### src/rtl/add8_result_fifo.sv
// add8_result_fifo: result FIFO behind a hybrid 8-bit adder.
// Each entry holds the sum, the carry-out and (optionally) the signed-overflow flag.
// Optional feature macro: ADD8_RES_OVF_EN. When it is defined, overflow is computed
// and stored with each entry. When it is undefined, out_ovf is tied low and the
// operand MSB inputs are ignored.
// The head entry is held in output registers, so the outputs never depend
// combinationally on the inputs. The outputs keep the last head value when the
// FIFO is empty.

module add8_result_fifo #(
  parameter int DEPTH = 4
) (
  input  logic                         clk,
  input  logic                         rst_n,
  input  logic                         in_valid,
  output logic                         in_ready,
  input  logic [7:0]                   in_s,
  input  logic                         in_c8,
  input  logic                         in_xmsb,
  input  logic                         in_ymsb,
  output logic                         out_valid,
  input  logic                         out_ready,
  output logic [7:0]                   out_s,
  output logic                         out_c8,
  output logic                         out_ovf,
  output logic [$clog2(DEPTH+1)-1:0]   count,
  output logic [7:0]                   drop_cnt
);

  localparam int CW = $clog2(DEPTH + 1);
  localparam int PW = $clog2(DEPTH);
  localparam logic [CW-1:0] FULL     = CW'(DEPTH);
  localparam logic [PW-1:0] PTR_LAST = PW'(DEPTH - 1);

  logic [PW-1:0] rd_ptr, wr_ptr, rd_next, wr_next;
  logic [CW-1:0] count_q, count_next;
  logic          push, pop;

  logic [7:0]    mem_s  [DEPTH];
  logic          mem_c8 [DEPTH];

  logic [7:0]    head_s_q, head_s_next;
  logic          head_c8_q, head_c8_next;
  logic          head_ovf_q, head_ovf_next;

  // Ready/valid come only from the registered occupancy.
  assign in_ready  = (count_q != FULL);
  assign out_valid = (count_q != '0);
  assign count     = count_q;
  assign push      = in_valid && in_ready;
  assign pop       = out_valid && out_ready;

  assign out_s  = head_s_q;
  assign out_c8 = head_c8_q;

  function automatic logic [PW-1:0] ptr_inc(input logic [PW-1:0] p);
    return (p == PTR_LAST) ? '0 : p + 1'b1;
  endfunction

`ifdef ADD8_RES_OVF_EN
  logic in_ovf;
  logic mem_ovf [DEPTH];

  // Signed overflow: operands agree in sign but the sum does not.
  assign in_ovf  = (in_xmsb == in_ymsb) && (in_s[7] != in_xmsb);
  assign out_ovf = head_ovf_q;

  // Overflow storage, written alongside the sum and carry.
  always_ff @(posedge clk) begin
    if (push && rst_n) begin
      mem_ovf[wr_ptr] <= in_ovf;
    end
  end
`else
  logic unused_msb;

  assign unused_msb = in_xmsb ^ in_ymsb;
  assign out_ovf    = 1'b0;
`endif

  // Pointer and occupancy next-state.
  always_comb begin
    rd_next    = rd_ptr;
    wr_next    = wr_ptr;
    count_next = count_q;
    if (pop) begin
      rd_next = ptr_inc(rd_ptr);
    end
    if (push) begin
      wr_next = ptr_inc(wr_ptr);
    end
    case ({push, pop})
      2'b10:   count_next = count_q + 1'b1;
      2'b01:   count_next = count_q - 1'b1;
      default: count_next = count_q;
    endcase
  end

  // Next head value: the newly pushed entry when it lands at the new read
  // pointer, otherwise the stored entry there; hold when becoming empty.
  always_comb begin
    head_s_next   = head_s_q;
    head_c8_next  = head_c8_q;
    head_ovf_next = head_ovf_q;
    if (count_next != '0) begin
      if (push && (rd_next == wr_ptr)) begin
        head_s_next  = in_s;
        head_c8_next = in_c8;
`ifdef ADD8_RES_OVF_EN
        head_ovf_next = in_ovf;
`else
        head_ovf_next = 1'b0;
`endif
      end else begin
        head_s_next  = mem_s[rd_next];
        head_c8_next = mem_c8[rd_next];
`ifdef ADD8_RES_OVF_EN
        head_ovf_next = mem_ovf[rd_next];
`else
        head_ovf_next = 1'b0;
`endif
      end
    end
  end

  // Entry storage; no reset needed because only pushed slots are ever read.
  always_ff @(posedge clk) begin
    if (push && rst_n) begin
      mem_s[wr_ptr]  <= in_s;
      mem_c8[wr_ptr] <= in_c8;
    end
  end

  // Pointers, occupancy and head registers; reset discards all entries.
  always_ff @(posedge clk or negedge rst_n) begin
    if (!rst_n) begin
      rd_ptr     <= '0;
      wr_ptr     <= '0;
      count_q    <= '0;
      head_s_q   <= '0;
      head_c8_q  <= 1'b0;
      head_ovf_q <= 1'b0;
    end else begin
      rd_ptr     <= rd_next;
      wr_ptr     <= wr_next;
      count_q    <= count_next;
      head_s_q   <= head_s_next;
      head_c8_q  <= head_c8_next;
      head_ovf_q <= head_ovf_next;
    end
  end

  // Saturating count of results offered while the FIFO is full.
  always_ff @(posedge clk or negedge rst_n) begin
    if (!rst_n) begin
      drop_cnt <= '0;
    end else if (in_valid && !in_ready && (drop_cnt != 8'hFF)) begin
      drop_cnt <= drop_cnt + 1'b1;
    end
  end

endmodule
### config.mk
export PLATFORM = sky130hd
export DESIGN_NAME = add8_result_fifo
export DESIGN_NICKNAME = d
export VERILOG_FILES = /design/src/rtl/add8_result_fifo.sv
export SDC_FILE = /design/constraint.sdc
export NUM_CORES = 1
export LEC_CHECK = 0
export ABC_AREA = 1
export CORE_MARGIN = 2
export CORE_UTILIZATION = 59
export CTS_CLUSTER_DIAMETER = 120
export DETAILED_ROUTE_END_ITERATION = 10
export MAX_ROUTING_LAYER = met4
export PLACE_DENSITY_LB_ADDON = 0.15
export SYNTH_ARGS = -nofsm -noshare
export SYNTH_HDL_FRONTEND = slang
export SYNTH_SLANG_ARGS = --single-unit
### constraint.sdc
create_clock -name clk -period 3.9 [get_ports clk]
set_input_delay 0.39 -clock clk [delete_from_list [all_inputs] [get_ports clk]]
set_output_delay 0.39 -clock clk [all_outputs]
set_load 0.03 [all_outputs]
; ---- Word-level counts from Yosys, hierarchy flattened
; Memory sizes are Yosys's and may differ from the RTL's.
; Index checks and enable logic that the tools add are counted.
; Widths: inputs -> output; s select.
[classes]
n_eq_ne = 7
addsub = 5
n_mux = 8
n_reduce_logical = 9
[op_table]
columns = cell, count
row1 = $add 8x1->8 const B, 1
row2 = $mux 8, 1
row3 = $ne 8x8->1 const B, 1
row4 = $eq 2x2->1 const B, 3
row5 = $logic_and 1x1->1, 6
row6 = $mux 2, 3
row7 = $pmux 3 s2, 1
row8 = $reduce_bool 3->1, 2
row9 = $add 2x1->2 const B, 2
row10 = $add 3x1->3 const B, 1
row11 = $mux 1, 3
row12 = $ne 3x3->1 const B, 1
row13 = $sub 3x1->3 const B, 1
row14 = $eq 2x1->1 const B, 1
row15 = $eq 2x2->1, 1
row16 = $logic_not 1->1, 1
[word_totals]
n_memories = 2
reg_bits = 24
mem_bits_rw = 36
word_cells = 37
output_inout_bits = 23
inputBits = 15
[memory_table]
columns = name, words, word_bits, rd, rd_clocked_by_memory_dff, write_ports, line
row1 = mem_s, 4, 8, 1, 0, 1, 39  ; logic [7:0] mem_s [DEPTH];
row2 = mem_c8, 4, 1, 1, 0, 1, 40  ; logic mem_c8 [DEPTH];

; ---- Logic depth before layout (Yosys ltp)
[depth]
word_depth = 6
ltp_mapped = 17
mapped_depth_nobuf = 17

; ---- Worst setup path before layout
; No wires, ideal clock.
[synth_timing]
path_type = register to register
start = reg count_q[0] (netlist: count[0])
end = reg head_c8_q (netlist: out_c8)
setup_slack_ps = 1186
t_arrival_ps = 2596
setup_time_ps = 119
period_less_slack_ps = 2714
n_path_buf = 0
stages_incl_launch_ff = 17
path_cell_list = dfrtp_1 -> nor2_4 -> nand2_1 -> nand2_1 -> ha_1 -> inv_1 -> fa_1 -> nand2_1 -> nand2_1 -> nor2_1 -> nand2_1 -> nand2_1 -> inv_1 -> nand2_1 -> clkinv_1 -> nand2_1 -> nand2_1
[synth_between]
word_cells_on_any_way = 15
[synth_lines]
columns = element, line
row1 = from (decl), 36  ; logic [CW-1:0] count_q, count_next;
row2 = from (signal assigned), 146  ; count_q <= count_next;
row3 = $ne 3x3->1 *, 47  ; assign in_ready = (count_q != FULL);
row4 = named net in_ready, 16  ; output logic in_ready,
row5 = $logic_and 1x1->1 *, 50  ; assign push = in_valid && in_ready;
row6 = $eq 2x1->1 / $eq 2x2->1 (equally long branches), 92  ; case ({push, pop})
row7 = $pmux 3 s2 *, 92
row8 = named net count_next[2], 36
row9 = $reduce_bool 3->1 *, 105  ; if (count_next != '0) begin
row10 = to (signal assigned), 148  ; head_c8_q <= head_c8_next;
row11 = to (decl), 43  ; logic head_c8_q, head_c8_next;
; Mark *: on every way through the listed nets, which the timed path passes. The rest lies on a longest branch.
; A chain may end at the register's enable or synchronous reset.

; ---- Final worst setup path
[layout_timing]
start = reg count_q[0] (netlist: count[0])
end = reg head_s_q[6] (netlist: out_s[6])
[layout_between]
word_cells_on_any_way = 15
[layout_lines]
columns = element, line
row1 = $ne 3x3->1 / $reduce_bool 3->1 (equally long branches), "47, 48"
row2 = $logic_and 1x1->1 (on tied branches), "50, 51"
row3 = $eq 2x1->1 / $eq 2x2->1 (equally long branches), 92
row4 = $pmux 3 s2 *, 92
row5 = named net count_next[1], 36
row6 = $reduce_bool 3->1 *, 105
row7 = to (signal assigned), 147  ; head_s_q <= head_s_next;
row8 = to (decl), 42  ; logic [7:0] head_s_q, head_s_next;
; Marked as above.

==> impl_results.md <==
* Wire per inst at 15.3 um
* Slew Limit Fails at 0
* Worst-Skew Late Latency at 0.33 ns
* Netlist Area Pre-Place at 2830 um2
* Die Ht at 73.2 um
* Post-route setup TNS at 0 ns
* Final WS setup at 1.42 ns
* Total number of vias at 2037
* Commonest non-fill, non-tap cell in the layout: nand2_1
* Slew HR at 38.0%
* EDFF count, synth at 36
* Worst IR Drop VDD at 0.000584 V
* CTS buffer count at 9
* Power Total at 3030 uW
* Clock sinks at 60
* Drt pass-1 iters at 4
* Syn nets at 300
* Worst reg-to-reg path cell count at 13
* Worst reg-to-reg setup slack at 1.42 ns
* Ys Warns at 0
* Initial antenna violation count at 0
* Crit path capture type: flip-flop
* Final Cycle Share at 63.6%
* First-pass GRT wire length at 9.39 mm
* CTS tree: built
* #FFs+latches synth at 60
* Io pins at 38
* Fin nets at 343
* ANT cells at 0
* GRT Util Overall at 24.7%
* Status: finished clean
* Sequential fraction of the synthesis area at 59.5%
* CTS Hold Bufs at 0
* Dpl ws at 1.11 ns
* Fill count at 356
* 1st-iter DRT viols at 129
* Maximum number of pins on one net before global-route repair at 26
* Power Density at 884 nW/um2
* Gr ovfl total at 0
* R2r startpoint: count[0]
* Worst slew pin tran at 0.927 ns
* Routed WL at 5.79 mm
* Share of layout cells above drive strength 1 at 9.57%
* Clock buffer depth at 2
* # port buffers at 34
* DIE WIDTH at 73.2 um
* Critical path class: reg2reg
* Final hold vios at 0
* Commonest non-fill, non-tap cells in the layout: nand2_1, nand3_1, edfxtp_1
* CORE AREA at 4660 um2
* DP Wirelength at 3.82 mm
* F_max at 403 MHz
* DR DRC count at 0
* Site Rows at 25
* Max Fanout on Critical Path at 9
* Max cap viols at 0
* Cts repair resizes at 0
* Critical path required time at 4.12 ns
* Synthesized area per cell at 10.2 um2
* Clock-pin slew on the worst setup and hold paths at 0.06 ns
* Area of the die at 5360 um2
* # placed instances at 363
* Reg2reg end: out_s[6]
* Worst min path class: in2async
* RSZ-0062 raised after global routing: false
* Worst EP arrival at 2.70 ns
* Setup-failing EPs final at 0
* Clock tree root driver cell: clkbuf_8
* Startpoint Class: flip-flop
* Synth cell types at 27
* Asr flop ratio synth at 40.0%
* Fin Clk Skew at 0.00855 ns
* ANT nets after route at 0
* Post-CTS setup repair buffer count at 0
* Post-Syn Instances at 277
* Initial Util at 60.6%
* Area delta synth->final at 21.1%
* Static Leak at 0.00150 uW
* Fin crit period at 2.48 ns
* Routability Congestion at 0.795
* Final cell count without fillers at 378
* Post-synth top flop: edfxtp_1
* H-tree depth at 3
* Vias/cell at 5.39
* Number of global-route vias before repair at 1993
-- worst max-delay path, stage by stage, from the launching register on --
cell and delay, ns:
dfrtp_1 0.44, nor2_4 0.16, nand2_4 0.10, nand2_4 0.10
inv_1 0.05, ha_1 0.16, inv_1 0.10, fa_1 0.41
o21ai_0 0.21, nor2_1 0.09, nand2_1 0.13, clkinv_1 0.23
nand2_1 0.13, nand2_1 0.06
-- state kept, by name (all words and copies together), names as in the netlist --
name      count
rd_ptr        2
mem_s        32
mem_c8        4
drop_cnt      8
out_s         8
wr_ptr        2
out_c8        1
count         3
-- worst max path at each step --
stage | from | end | slack [ns]
after detailed placement | out_ready | out_s[6] | 1.11
after global routing | count[0] | out_s[3] | 1.11
after floorplan | count[0] | out_c8 | 1.19
after CTS | count[0] | out_s[6] | 1.40
after global placement | out_ready | out_s[1] | 1.15
final | count[0] | out_s[6] | 1.42
-- metal layers --
layer  track usage (%)  share of wire (%)  wire length [um]  up-vias
met5                 -                  0                 0        -
met4              10.9                1.1                64        0
met3              3.87                7.3               421        7
met2              35.8                 45              2630       65
met1              34.6                 46              2680      953
li1                  -                  -                 -     1012
-- cell type report --
cell class / instances / area (um2) / share of cell area, %
clock buffers: 12 / 135 / 3.95
clock inverters: 3 / 63.8 / 1.86
inverters: 29 / 109 / 3.18
multi-input cells: 184 / 1010 / 29.5
flip-flops and latches: 60 / 1680 / 49.1
well taps: 54 / 67.6 / 1.97
repair buffers: 36 / 355 / 10.4
-- power breakdown --
group,internal [uW],switching (uW)
Combinational,513,996
Sequential,835,105
Clock,355,222
-- Yosys cell counts (2+ instances only) --
master	count	share of area, %
nand2_2	2	0.44
nand2_4	5	2.0
buf_2	2	0.35
edfxtp_1	36	38
xor2_1	3	0.93
o21ai_0	4	0.71
ha_1	7	3.1
nor2_1	12	1.6
nand3_1	63	11
xnor2_1	4	1.2
buf_4	2	0.53
inv_2	4	0.53
nand2_1	72	9.6
nor2_4	2	0.80
inv_1	24	3.2
dfrtp_1	24	21
-- logic make-up (layout without fill, tap and decap cells) --
family | after synthesis | count (layout) | synth area share [%]
buf+inv | 33 | 80 | 4.74
xor+xnor | 7 | 7 | 2.17
compound gates | 5 | 5 | 0.886
fa+ha+maj | 8 | 8 | 3.81
other cells | 1 | 1 | 0.133
flops | 60 | 60 | 59.5
simple gates | 162 | 162 | 28.3
mux | 1 | 1 | 0.399
-- through the flow --
stage                     hold WS, ns  utilization (%)  instance area, um2
after floorplan                0.0944                -                2830
after global placement          0.474             69.2                3220
after detailed placement        0.466             69.2                3220
after CTS                       0.436             73.4                3420
after global routing            0.462             73.4                3420
final                           0.423             73.4                3420
Power figures use the tool's default switching activity.
